$ cat src/rtl/morse_pkg.sv
`default_nettype none
// ============================================================================
// Module : morse_pkg
// Brief  : FSM states, unit multipliers and the ITU character table for
//          the Morse LED sequencer.
// Rev    : 1.0
// ============================================================================
package morse_pkg;

   typedef enum logic [2:0] {
      ST_IDLE     = 3'd0,
      ST_DECODE   = 3'd1,
      ST_ELEM_ON  = 3'd2,
      ST_ELEM_GAP = 3'd3,
      ST_CHAR_GAP = 3'd4,
      ST_WORD_GAP = 3'd5
   } state_t;

   localparam logic [2:0] U_DOT      = 3'd1;
   localparam logic [2:0] U_DASH     = 3'd3;
   localparam logic [2:0] U_ELEM_GAP = 3'd1;
   localparam logic [2:0] U_CHAR_GAP = 3'd3;
   localparam logic [2:0] U_WORD_GAP = 3'd7;

   localparam logic [7:0] ASCII_SPACE = 8'h20;

   typedef struct packed {
      logic [2:0] len;
      logic [4:0] pattern;
      logic       valid;
   } morse_code_t;

   // Table entries are written in reading order (first element at bit len-1)
   // and flipped so that element 0 lands at the LSB of the returned pattern.
   function automatic morse_code_t morse_lookup(input logic [7:0] ch);
      logic [7:0]  c;
      logic [7:0]  ls;
      logic [4:0]  aligned;
      morse_code_t code;
      c = ch;
      if (c >= "a" && c <= "z") c = c - 8'h20;
      case (c)
         "A": ls = {3'd2, 5'b00001};  "B": ls = {3'd4, 5'b01000};
         "C": ls = {3'd4, 5'b01010};  "D": ls = {3'd3, 5'b00100};
         "E": ls = {3'd1, 5'b00000};  "F": ls = {3'd4, 5'b00010};
         "G": ls = {3'd3, 5'b00110};  "H": ls = {3'd4, 5'b00000};
         "I": ls = {3'd2, 5'b00000};  "J": ls = {3'd4, 5'b00111};
         "K": ls = {3'd3, 5'b00101};  "L": ls = {3'd4, 5'b00100};
         "M": ls = {3'd2, 5'b00011};  "N": ls = {3'd2, 5'b00010};
         "O": ls = {3'd3, 5'b00111};  "P": ls = {3'd4, 5'b00110};
         "Q": ls = {3'd4, 5'b01101};  "R": ls = {3'd3, 5'b00010};
         "S": ls = {3'd3, 5'b00000};  "T": ls = {3'd1, 5'b00001};
         "U": ls = {3'd3, 5'b00001};  "V": ls = {3'd4, 5'b00001};
         "W": ls = {3'd3, 5'b00011};  "X": ls = {3'd4, 5'b01001};
         "Y": ls = {3'd4, 5'b01011};  "Z": ls = {3'd4, 5'b01100};
         "0": ls = {3'd5, 5'b11111};  "1": ls = {3'd5, 5'b01111};
         "2": ls = {3'd5, 5'b00111};  "3": ls = {3'd5, 5'b00011};
         "4": ls = {3'd5, 5'b00001};  "5": ls = {3'd5, 5'b00000};
         "6": ls = {3'd5, 5'b10000};  "7": ls = {3'd5, 5'b11000};
         "8": ls = {3'd5, 5'b11100};  "9": ls = {3'd5, 5'b11110};
         default: ls = 8'd0;
      endcase
      aligned      = ls[4:0] << (3'd5 - ls[7:5]);
      code.len     = ls[7:5];
      code.valid   = (ls[7:5] != 3'd0);
      code.pattern = 5'd0;
      for (int i = 0; i < 5; i++) begin
         if (i < int'(ls[7:5])) code.pattern[i] = aligned[4-i];
      end
      return code;
   endfunction

endpackage
`default_nettype wire

$ cat src/rtl/morse_if.sv
`default_nettype none
// ============================================================================
// Module : morse_if
// Brief  : Character handshake and LED/status bundle of the Morse sequencer.
// Rev    : 1.0
// ============================================================================
interface morse_if;
   logic [7:0] char_data;
   logic       char_valid;
   logic       char_ready;
   logic       abort;
   logic       led_n;
   logic       busy;
   logic       done;
   logic       err;

   modport master (
      output char_data, char_valid, abort,
      input  char_ready, led_n, busy, done, err
   );

   modport slave (
      input  char_data, char_valid, abort,
      output char_ready, led_n, busy, done, err
   );
endinterface
`default_nettype wire

$ cat src/rtl/morse_unit_timer.sv
`default_nettype none
// ============================================================================
// Module : morse_unit_timer
// Brief  : Counts n*UNIT_CYCLES clocks after start and flags the last one.
// Rev    : 1.0
// ============================================================================
module morse_unit_timer #(
   parameter int UNIT_CYCLES = 4800000,
   parameter int CNT_W       = 23
) (
   input  wire logic       clk,
   input  wire logic       rst,
   input  wire logic       start,
   input  wire logic [2:0] load_n,
   input  wire logic       clear,
   output logic            expire
);
   localparam logic [CNT_W-1:0] C_UNIT_LAST = CNT_W'(UNIT_CYCLES - 1);

   logic [CNT_W-1:0] unit_q, unit_d;
   logic [2:0]       mult_q, mult_d;
   logic             active_q, active_d;

   assign expire = active_q && (unit_q == C_UNIT_LAST) && (mult_q == 3'd0);

   // A start coinciding with expire reloads, so back-to-back periods abut.
   always_comb begin
      unit_d   = unit_q;
      mult_d   = mult_q;
      active_d = active_q;
      if (clear) begin
         unit_d   = '0;
         mult_d   = 3'd0;
         active_d = 1'b0;
      end else if (start) begin
         unit_d   = '0;
         mult_d   = load_n - 3'd1;
         active_d = 1'b1;
      end else if (active_q) begin
         if (unit_q == C_UNIT_LAST) begin
            unit_d = '0;
            if (mult_q == 3'd0) active_d = 1'b0;
            else                mult_d   = mult_q - 3'd1;
         end else begin
            unit_d = unit_q + CNT_W'(1);
         end
      end
   end

   always_ff @(posedge clk or negedge rst) begin
      if (!rst) begin
         unit_q   <= '0;
         mult_q   <= 3'd0;
         active_q <= 1'b0;
      end else begin
         unit_q   <= unit_d;
         mult_q   <= mult_d;
         active_q <= active_d;
      end
   end
endmodule
`default_nettype wire

$ cat src/rtl/morse_sequencer.sv
`default_nettype none
// ============================================================================
// Module : morse_sequencer
// Brief  : Accepts ASCII characters and blinks them in Morse on an
//          active-low LED. rst is asynchronous and active-low.
// Rev    : 1.0
// ============================================================================
module morse_sequencer
   import morse_pkg::*;
#(
   parameter int UNIT_CYCLES = 4800000,
   parameter int CNT_W       = 23
) (
   input wire logic clk,
   input wire logic rst,
   morse_if.slave   bus
);
   state_t      state_q, state_d;
   logic [7:0]  char_q, char_d;
   logic [4:0]  pat_q, pat_d;
   logic [2:0]  remain_q, remain_d;
   logic        led_n_q, led_n_d;
   logic        busy_q, busy_d;
   logic        done_q, done_d;
   logic        err_q, err_d;
   logic        w_ready;
   logic        tmr_start;
   logic [2:0]  tmr_n;
   logic        tmr_expire;
   morse_code_t w_code;

   assign w_ready = rst && (state_q == ST_IDLE) && !bus.abort;
   assign w_code  = morse_lookup(char_q);

   morse_unit_timer #(
      .UNIT_CYCLES (UNIT_CYCLES),
      .CNT_W       (CNT_W)
   ) u_timer (
      .clk    (clk),
      .rst    (rst),
      .start  (tmr_start),
      .load_n (tmr_n),
      .clear  (bus.abort),
      .expire (tmr_expire)
   );

   // pat_q shifts right per element so bit 0 is always the current one.
   always_comb begin
      state_d   = state_q;
      char_d    = char_q;
      pat_d     = pat_q;
      remain_d  = remain_q;
      done_d    = 1'b0;
      err_d     = 1'b0;
      tmr_start = 1'b0;
      tmr_n     = U_DOT;
      if (bus.abort && state_q != ST_IDLE) begin
         state_d = ST_IDLE;
      end else begin
         case (state_q)
            ST_IDLE: begin
               if (bus.char_valid && w_ready) begin
                  char_d  = bus.char_data;
                  state_d = ST_DECODE;
               end
            end
            ST_DECODE: begin
               if (char_q == ASCII_SPACE) begin
                  state_d   = ST_WORD_GAP;
                  tmr_start = 1'b1;
                  tmr_n     = U_WORD_GAP;
               end else if (w_code.valid) begin
                  state_d   = ST_ELEM_ON;
                  pat_d     = w_code.pattern;
                  remain_d  = w_code.len - 3'd1;
                  tmr_start = 1'b1;
                  tmr_n     = w_code.pattern[0] ? U_DASH : U_DOT;
               end else begin
                  state_d = ST_IDLE;
                  err_d   = 1'b1;
               end
            end
            ST_ELEM_ON: begin
               if (tmr_expire) begin
                  tmr_start = 1'b1;
                  if (remain_q != 3'd0) begin
                     state_d = ST_ELEM_GAP;
                     tmr_n   = U_ELEM_GAP;
                  end else begin
                     state_d = ST_CHAR_GAP;
                     tmr_n   = U_CHAR_GAP;
                  end
               end
            end
            ST_ELEM_GAP: begin
               if (tmr_expire) begin
                  state_d   = ST_ELEM_ON;
                  pat_d     = pat_q >> 1;
                  remain_d  = remain_q - 3'd1;
                  tmr_start = 1'b1;
                  tmr_n     = pat_q[1] ? U_DASH : U_DOT;
               end
            end
            ST_CHAR_GAP, ST_WORD_GAP: begin
               if (tmr_expire) begin
                  state_d = ST_IDLE;
                  done_d  = 1'b1;
               end
            end
            default: state_d = ST_IDLE;
         endcase
      end
      led_n_d = (state_d != ST_ELEM_ON);
      busy_d  = (state_d != ST_IDLE);
   end

   always_ff @(posedge clk or negedge rst) begin
      if (!rst) begin
         state_q  <= ST_IDLE;
         char_q   <= 8'd0;
         pat_q    <= 5'd0;
         remain_q <= 3'd0;
         led_n_q  <= 1'b1;
         busy_q   <= 1'b0;
         done_q   <= 1'b0;
         err_q    <= 1'b0;
      end else begin
         state_q  <= state_d;
         char_q   <= char_d;
         pat_q    <= pat_d;
         remain_q <= remain_d;
         led_n_q  <= led_n_d;
         busy_q   <= busy_d;
         done_q   <= done_d;
         err_q    <= err_d;
      end
   end

   assign bus.char_ready = w_ready;
   assign bus.led_n      = led_n_q;
   assign bus.busy       = busy_q;
   assign bus.done       = done_q;
   assign bus.err        = err_q;
endmodule
`default_nettype wire

$ cat src/flat_wrapper.sv
// flat-port wrapper written by rule: the top's interface ports become plain ports
module morse_sequencer_flat import morse_pkg::*;
#(
   parameter int UNIT_CYCLES = 4800000,
   parameter int CNT_W       = 23
)
  (clk, rst, bus_char_data, bus_char_valid, bus_abort, bus_char_ready, bus_led_n, bus_busy, bus_done, bus_err);
  morse_if bus_i ();
  input wire logic clk;
  input wire logic rst;
  input wire logic [$bits(bus_i.char_data)-1:0] bus_char_data;
  input wire logic [$bits(bus_i.char_valid)-1:0] bus_char_valid;
  input wire logic [$bits(bus_i.abort)-1:0] bus_abort;
  output wire logic [$bits(bus_i.char_ready)-1:0] bus_char_ready;
  output wire logic [$bits(bus_i.led_n)-1:0] bus_led_n;
  output wire logic [$bits(bus_i.busy)-1:0] bus_busy;
  output wire logic [$bits(bus_i.done)-1:0] bus_done;
  output wire logic [$bits(bus_i.err)-1:0] bus_err;
  assign bus_i.char_data = bus_char_data;
  assign bus_i.char_valid = bus_char_valid;
  assign bus_i.abort = bus_abort;
  assign bus_char_ready = bus_i.char_ready;
  assign bus_led_n = bus_i.led_n;
  assign bus_busy = bus_i.busy;
  assign bus_done = bus_i.done;
  assign bus_err = bus_i.err;
  morse_sequencer #(.UNIT_CYCLES(UNIT_CYCLES), .CNT_W(CNT_W)) u_core (.clk(clk), .rst(rst), .bus(bus_i));
endmodule
$ cat config.mk
export PLATFORM = sky130hd
export DESIGN_NAME = morse_sequencer_flat
export DESIGN_NICKNAME = d
export VERILOG_FILES = /design/src/rtl/morse_pkg.sv /design/src/rtl/morse_if.sv /design/src/rtl/morse_unit_timer.sv /design/src/rtl/morse_sequencer.sv /design/src/flat_wrapper.sv
export SDC_FILE = /design/constraint.sdc
export NUM_CORES = 1
export LEC_CHECK = 0
export CORE_AREA = 8 8 83 85
export DETAILED_ROUTE_END_ITERATION = 16
export DIE_AREA = 0 0 91 93
export DONT_BUFFER_PORTS = 1
export GPL_TIMING_DRIVEN = 0
export PLACE_DENSITY = 0.81
export SYNTH_ARGS = -nofsm -noshare
export SYNTH_HDL_FRONTEND = slang
export SYNTH_SLANG_ARGS = --single-unit
$ cat constraint.sdc
create_clock -name clk -period 8.4 [get_ports clk]
set_input_delay 1.68 -clock clk [delete_from_list [all_inputs] [get_ports clk]]
set_output_delay 1.68 -clock clk [all_outputs]
set_load 0.02 [all_outputs]
==> key figures <==
Logic synthesis
  • Syn avg cell area: 8.767 um2
  • Post-synth top area cell: dfrtp_1
  • Synth Area in Compound Gates: 21.71%
  • Synthesized area: 0.003682 mm2
  • Seq/Total Area, Yosys: about a third
  • Post-synth EDFFs: 0
  • Synth Flop Type: dfrtp_1
  • Post-synthesis async set-or-reset flop share: 100.0%
  • Area contributors post-synth: dfrtp_1, ha_1, nand2_1
  • Largest family of logic cells by synthesized area: simple AND/OR/NAND/NOR gates
  • Area fraction of the dominant cell type after synthesis: 32.62%
  • Distinct cell type count after synthesis: 72
  • Synth Area in XOR/XNOR: around 5.0%
  • Simple-Gate Fraction of Synth Area: 24.67%
  • Most frequent cell after synthesis: dfrtp_1
  • Syn nets: 450
  • Synth Register Bits: 49
  • Mux cell area share after synthesis: 3.296%
  • Most frequent cells after synthesis: dfrtp_1, nand2_1, nor2_1
  • Synth Area in Adders: 6.116%
  • Cell count after synthesis: 420
  • YS warnings: 0

Route
  • Vias per cell: 6.203
  • Via count: 3120
  • Iter 0 DRT Violations: 169
  • Residual DRC: 0
  • Post-route ant nets: 0
  • DR pass1 iterations: 4
  • WL/cell: 15.93 um
  • Wirelength, routed: 8012 um

STA
  • # setup viols final: 0
  • Rel. slew slack: roughly 49%
  • Tcrit/Tclk final: between 50% and 60%
  • Setup tns final: 0 ps
  • Max Slew Vio Count: 0
  • Hold Violations, Final: 0
  • Post-layout minimum cycle time: about 4400 ps
  • Setup Skew: 7.695 ps
  • Slew @ Worst Pin: 763.6 ps
  • Hold WS: 492.4 ps
  • Fmax: 227.9 MHz
  • RSZ-0062 raised after global routing: false

GRT
  • Grt ovf: 0
  • Largest net degree at the start of global routing: 51
  • Initial antenna violation count: 0
  • Overall global routing resource usage: 19.52%
  • Vias in the first global route: ~3000
  • Global-route wire length before repair: 14010 um

Layout
  • Area growth syn-to-layout: 4.825%
  • Share of layout cells above drive strength 1: between 10% and 20%
  • Ant diodes: 0
  • Fin cells: 503
  • Fin nets: 457
  • Fillers: 477

Critical path
  • CP Launch Type: flop
  • CP max-delay cell: dfrtp_1
  • CP required: 8620 ps
  • Worst stage delay on the critical path: a little under 600 ps
  • CP delay by family, top: simple AND/OR/NAND/NOR gates
  • WP depth: 17
  • Crit path cell chain: buf_2 > inv_1 > ha_1 > nor2b_1 > and3_1 > nor4b_2 > and3_1 > buf_2 > inv_1 > ha_1 > o31ai_1 > nand2_1 > a221oi_1 > o31ai_1 > ha_1 > xor2_1 > o22ai_1
  • R2R setup slack: about 4000 ps
  • Crit path to: u_core.u_timer.mult_q[2]
  • Worst r2r dst: u_core.u_timer.mult_q[2]
  • Most frequent CP cell: ha_1
  • Reg-to-reg critical path startpoint: u_core.char_q[1]
  • FF-to-FF path depth: 17
  • Beginning of the critical path: u_core.char_q[1]
  • Critical Path Sink Type: flop
  • Arrival time worst endpoint: 4610 ps
  • Bufs and invs on worst path: 4
  • Kind of critical path: reg2reg
  • Worst-path maximum fanout: 11

Power and ir drop
  • Switching power: 566.6 uW
  • Total Power: between 1000 and 1500 uW
  • Flop pwr share: approximately 27%
  • Clk pwr share: between 10% and 20%
  • Logic pwr share: 61.0%
  • Max IR drop VDD: 0.2353 mV
  • Leak: 0.001651 uW
  • P_int: approximately 620 uW
  • Sw Ratio: 47.60%
  • Power Density: 308.4 mW/mm2

Clock network
  • Root buf cell: clkbuf_8
  • Clk slew on worst S/H paths: 90 ps
  • CTS hold repair buffers: 0
  • Clock Path Buffers: 2
  • CTS tree: done
  • Clock Latency Late Sink: 300 ps
  • CTS resizes: 0
  • Num CTS Buffers: 5
  • Post CTS Setup Buffer Count: 0
  • Htree depth: 2
  • Clock sink total: 49

Job
  • Max-cap viol count: 0

Outcome
  • Outcome: complete, no violations

Die
  • Die area: 0.008463 mm2
  • Die span in y: 93 um
  • Core area: 0.005675 mm2
  • Die W: 91 um
  • Row count: 28
  • # IOs: 17
  • Initial Util: 64.88%

Placement
  • Number of port buffers: 0
  • Post-DP HPWL: 5752 um
  • Placed Cells: 495
  • Gp weighted congestion: 0.9504

Min path
  • Worst Hold Class: reg2reg
==> cell families after synthesis <==
group,count (synthesis)
simple gates,166
compound gates,111
flops,49
buf+inv,44
xor+xnor,21
fa+ha+maj,18
mux,11
==> how the worst min path moves through the flow <==
stage                                  start            endpoint  slack, ps  depth (start not counted)
after CTS                 u_core.remain_q[0]  u_core.remain_q[0]        490                          1
after global routing      u_core.remain_q[0]  u_core.remain_q[0]        530                          1
after global placement    u_core.remain_q[0]  u_core.remain_q[0]        470                          1
after detailed placement  u_core.remain_q[0]  u_core.remain_q[0]        480                          1
final                     u_core.remain_q[0]  u_core.remain_q[0]        490                          1
after floorplan           u_core.remain_q[0]  u_core.remain_q[0]        450                          1
==> per-layer routing <==
metal,share of wire (%),global-route usage (%),up-vias
met5,0,0,-
met4,1.6,6.821,0
met3,4.8,3.446,14
met2,48,33.43,70
met1,45,24.29,1513
li1,-,-,1523
==> flip-flops by register name, summed over array words and instances (netlist names) <==
register                 count
u_core.u_timer.unit_q       23
u_core.char_q                8
u_core.pat_q                 4
u_core.remain_q              3
u_core.state_q               3
u_core.u_timer.mult_q        3
u_core.bus.busy              1
u_core.bus.done              1
u_core.bus.err               1
u_core.bus.led_n             1
u_core.u_timer.active_q      1
==> through the flow <==
step	setup slack (ps)	utilization (%)	instance area (um2)
global placement	4149	66.53	3776
finish	4012	68.01	3860
floorplan	4264	-	3682
CTS	4090	68.01	3860
global route	3725	68.01	3860
detailed placement	4119	66.53	3776
==> power groups by stage <==
| stage | sequential (uW) | clock (uW) | combinational, uW |
|---|---|---|---|
| finish | 326 | 138 | 726 |
| global route | 333 | 148 | 806 |
| CTS | 325 | 142 | 714 |
| detailed placement | 330 | 0 | 710 |
| global placement | 329 | 0 | 700 |
| floorplan | 319 | 0 | 579 |
==> layout make-up <==
class	instances	area, um2	share of cell area [%]
inverter	17	63.81	1.653
multi-input combinational	327	2238	57.99
clock buffer	7	76.32	1.977
clock inverter	1	7.507	0.1945
tap	75	93.84	2.431
sequential	49	1227	31.80
buffer	27	152.6	3.955
==> layout by cell type (no fill, tap or decap), drive strengths merged, types with 10 or more instances in the layout <==
master | netlist | layout
dfrtp | 48 | 48
nand2 | 40 | 40
nor2 | 38 | 38
o21ai | 29 | 29
a21oi | 23 | 23
ha | 18 | 18
clkbuf | 11 | 18
inv | 17 | 17
buf | 16 | 16
xor2 | 15 | 15
nor3 | 13 | 13
or3 | 10 | 10
and3 | 10 | 10
nor2b | 10 | 10
No activity file was read; power rests on OpenSTA's default activity.
==> variant: new RTL, same flow settings <==
`CNT_W` is set to 23 in 3 places; all go to 19.
--- a/src/rtl/morse_unit_timer.sv
+++ b/src/rtl/morse_unit_timer.sv
@@ -8,3 +8,3 @@
    parameter int UNIT_CYCLES = 4800000,
-   parameter int CNT_W       = 23
+   parameter int CNT_W       = 19
 ) (
--- a/src/rtl/morse_sequencer.sv
+++ b/src/rtl/morse_sequencer.sv
@@ -11,3 +11,3 @@
    parameter int UNIT_CYCLES = 4800000,
-   parameter int CNT_W       = 23
+   parameter int CNT_W       = 19
 ) (
--- a/src/flat_wrapper.sv
+++ b/src/flat_wrapper.sv
@@ -4,3 +4,3 @@
    parameter int UNIT_CYCLES = 4800000,
-   parameter int CNT_W       = 23
+   parameter int CNT_W       = 19
 )
Function: same outputs for any inputs over 10 cycles, from zero or initial values and one cycle with rst low; that may be too few to reach the edited logic, so the function may still have changed.
==> variant against the unedited design <==
  * Setup slack lost 73 ps
  * Combinational power shrank 2.9%
  * Area after synthesis shrank 5.4%
  * Clock skew grew 5.1 ps
  * Total power grew 0.39%
  * Sequential power shrank 4%
  * Sequential cell count shrank 4
  * Global-route usage is essentially flat
  * Final area shrank 4.2%
  * Via count shrank 3.0%
  * Hold slack lost 1.4 ps
  * Routed wire length grew 0.39%
  * Highest routed layer unchanged
==> variant: results (changes against the unedited design) <==
| Metric | Value |
|---|---|
| Maximum number of pins on one net before global-route repair | 47 (was 51) |
| VDD IR-drop max | 0.274 mV (was 0.235 mV) |
| Initial DRC Count | 150 (was 169) |
| Worst hold-check slack | 491 ps (was 492 ps) |
| Iteration count of the initial detailed-routing pass | 5 (was 4) |
| Cell count after synthesis | 397 (was 420) |
| Post-synth cell types | 77 (was 72) |
| Total routing resource utilization after global routing | 0.195 (about the same) |
| Per-cell routed wire length | 16.8 microns (was 15.9 microns) |
| First-pass GRT wire length | 13.9 mm (was 14.0 mm) |
| Highest attainable clock frequency | 224 MHz (was 228 MHz) |
| Clock-pin slew on the worst setup and hold paths | 90 ps (about the same) |
| Most area-consuming cells after synthesis | sky130_fd_sc_hd__dfrtp_1, sky130_fd_sc_hd__ha_1, sky130_fd_sc_hd__nor2_1 (was sky130_fd_sc_hd__dfrtp_1, sky130_fd_sc_hd__ha_1, sky130_fd_sc_hd__nand2_1) |
| Portion of the post-synthesis area used by sequential elements | 0.324 (was 0.333) |
| Commonest cells in the synthesized netlist | sky130_fd_sc_hd__dfrtp_1, sky130_fd_sc_hd__nor2_1, sky130_fd_sc_hd__nand2_1 (was sky130_fd_sc_hd__dfrtp_1, sky130_fd_sc_hd__nand2_1, sky130_fd_sc_hd__nor2_1) |
| Final net count | 434 (was 457) |
| Headroom to the max-slew limit | 0.582 (was 0.490) |
| Fraction of layout cells with a size suffix above 1 | 0.133 (was 0.119) |
| Min-Delay Startpoint | u_core.pat_q[3]$_DFFE_PN0P_ (was u_core.remain_q[0]$_DFFE_PN0P_) |
| Overall via count from detail_route | 3025 (was 3120) |
| Routability congestion estimate from global placement | 0.917 (was 0.950) |
| Largest delay share family, worst path | compound AO/OA/AOI/OAI gates (was simple AND/OR/NAND/NOR gates) |
| Outcome | finished, final reports clean (unchanged) |
| Biggest regs | u_core.u_timer.unit_q x19, u_core.char_q x8, u_core.pat_q x4 (was u_core.u_timer.unit_q x23, u_core.char_q x8, u_core.pat_q x4) |
| Leakage power summed over all cells | 1.51 nW (was 1.65 nW) |
| Maximum fanout along the worst path | 10 (was 11) |
| Setup slack at placement | 4070 ps (was 4120 ps) |
| Total placed cells including tap cells | 472 (was 495) |
| Via count of the first global-routing pass | 2928 (was 3078) |
| Worst setup slack for register-to-register paths | 3940 ps (was 4010 ps) |
| Post-Route Skew | 12.8 ps (was 7.70 ps) |
| Drt total wl | 8.04 mm (was 8.01 mm) |
| Endpoint arrival time on the critical path | 4640 ps (was 4610 ps) |
==> variant: cell count changes in the layout (fill, tap and decap cells not counted), moves of 5 or more <==
| cell | delta |
|---|---|
| sky130_fd_sc_hd__and3_1 | -5 |
| sky130_fd_sc_hd__clkbuf_1 | -8 |
| sky130_fd_sc_hd__nand2_1 | -11 |
| sky130_fd_sc_hd__nand3_1 | +5 |
| sky130_fd_sc_hd__nor3_1 | +5 |
| sky130_fd_sc_hd__o211ai_1 | -5 |
| sky130_fd_sc_hd__o21ai_0 | -15 |
| sky130_fd_sc_hd__o21ai_1 | +11 |
| sky130_fd_sc_hd__or3_1 | -8 |
| sky130_fd_sc_hd__xnor2_1 | +5 |
| sky130_fd_sc_hd__xor2_1 | -13 |
==> variant: final cells by class <==
type	instances	area [sq um]
Buffer	19	118
Clock buffer	6	82.6
Tap cell	75	93.8
Sequential cell	45	1130
Fill cell	453	1980
Multi-Input combinational cell	315	2170
Clock inverter	2	37.5
Inverter	18	67.6
==> variant: cell families after synthesis <==
group                    Yosys count  share of synthesized area
multiplexers                      15                     0.0467
buffers and inverters             37                     0.0531
AND/OR/NAND/NOR                  151                      0.224
XOR/XNOR                          13                     0.0327
adder cells (fa/ha/maj)           18                     0.0646
AO/OA/AOI/OAI                    118                      0.255
flip-flops                        45                      0.324
==> variant: final timing paths <==
check	endpoint	cells past startpoint
setup / recovery	u_core.u_timer.mult_q[2]$_DFFE_PN0P_	16
hold reg to reg	u_core.pat_q[3]$_DFFE_PN0P_	2
min in group asynchronous	u_core.char_q[4]$_DFFE_PN0P_	0
max in group asynchronous	u_core.bus.led_n$_DFF_PN1_	0
setup reg to reg	u_core.u_timer.mult_q[2]$_DFFE_PN0P_	16
hold / removal	u_core.pat_q[3]$_DFFE_PN0P_	2
==> variant: worst min-delay path: stages, from the launching register on <==
cell                      delay (ps)
sky130_fd_sc_hd__dfrtp_1         350
sky130_fd_sc_hd__nand2_1          50
sky130_fd_sc_hd__o21ai_1          60
==> variant: power groups by stage <==
stage               Sequential, mW  Clock, mW  Combinational, mW
floorplan                    0.305          0              0.559
global placement             0.315          0              0.672
detailed placement           0.317          0              0.687
CTS                          0.312      0.179              0.695
global route                 0.318      0.185              0.778
finish                       0.313      0.177              0.705
==> variant: layer usage <==
metal,share of wire,track usage,routed length [microns],vias up
li1,-,-,-,1471
met1,0.44,0.247,3580,1448
met2,0.49,0.328,3930,91
met3,0.047,0.0369,381,15
met4,0.019,0.0682,154,0
met5,0,0,0,-
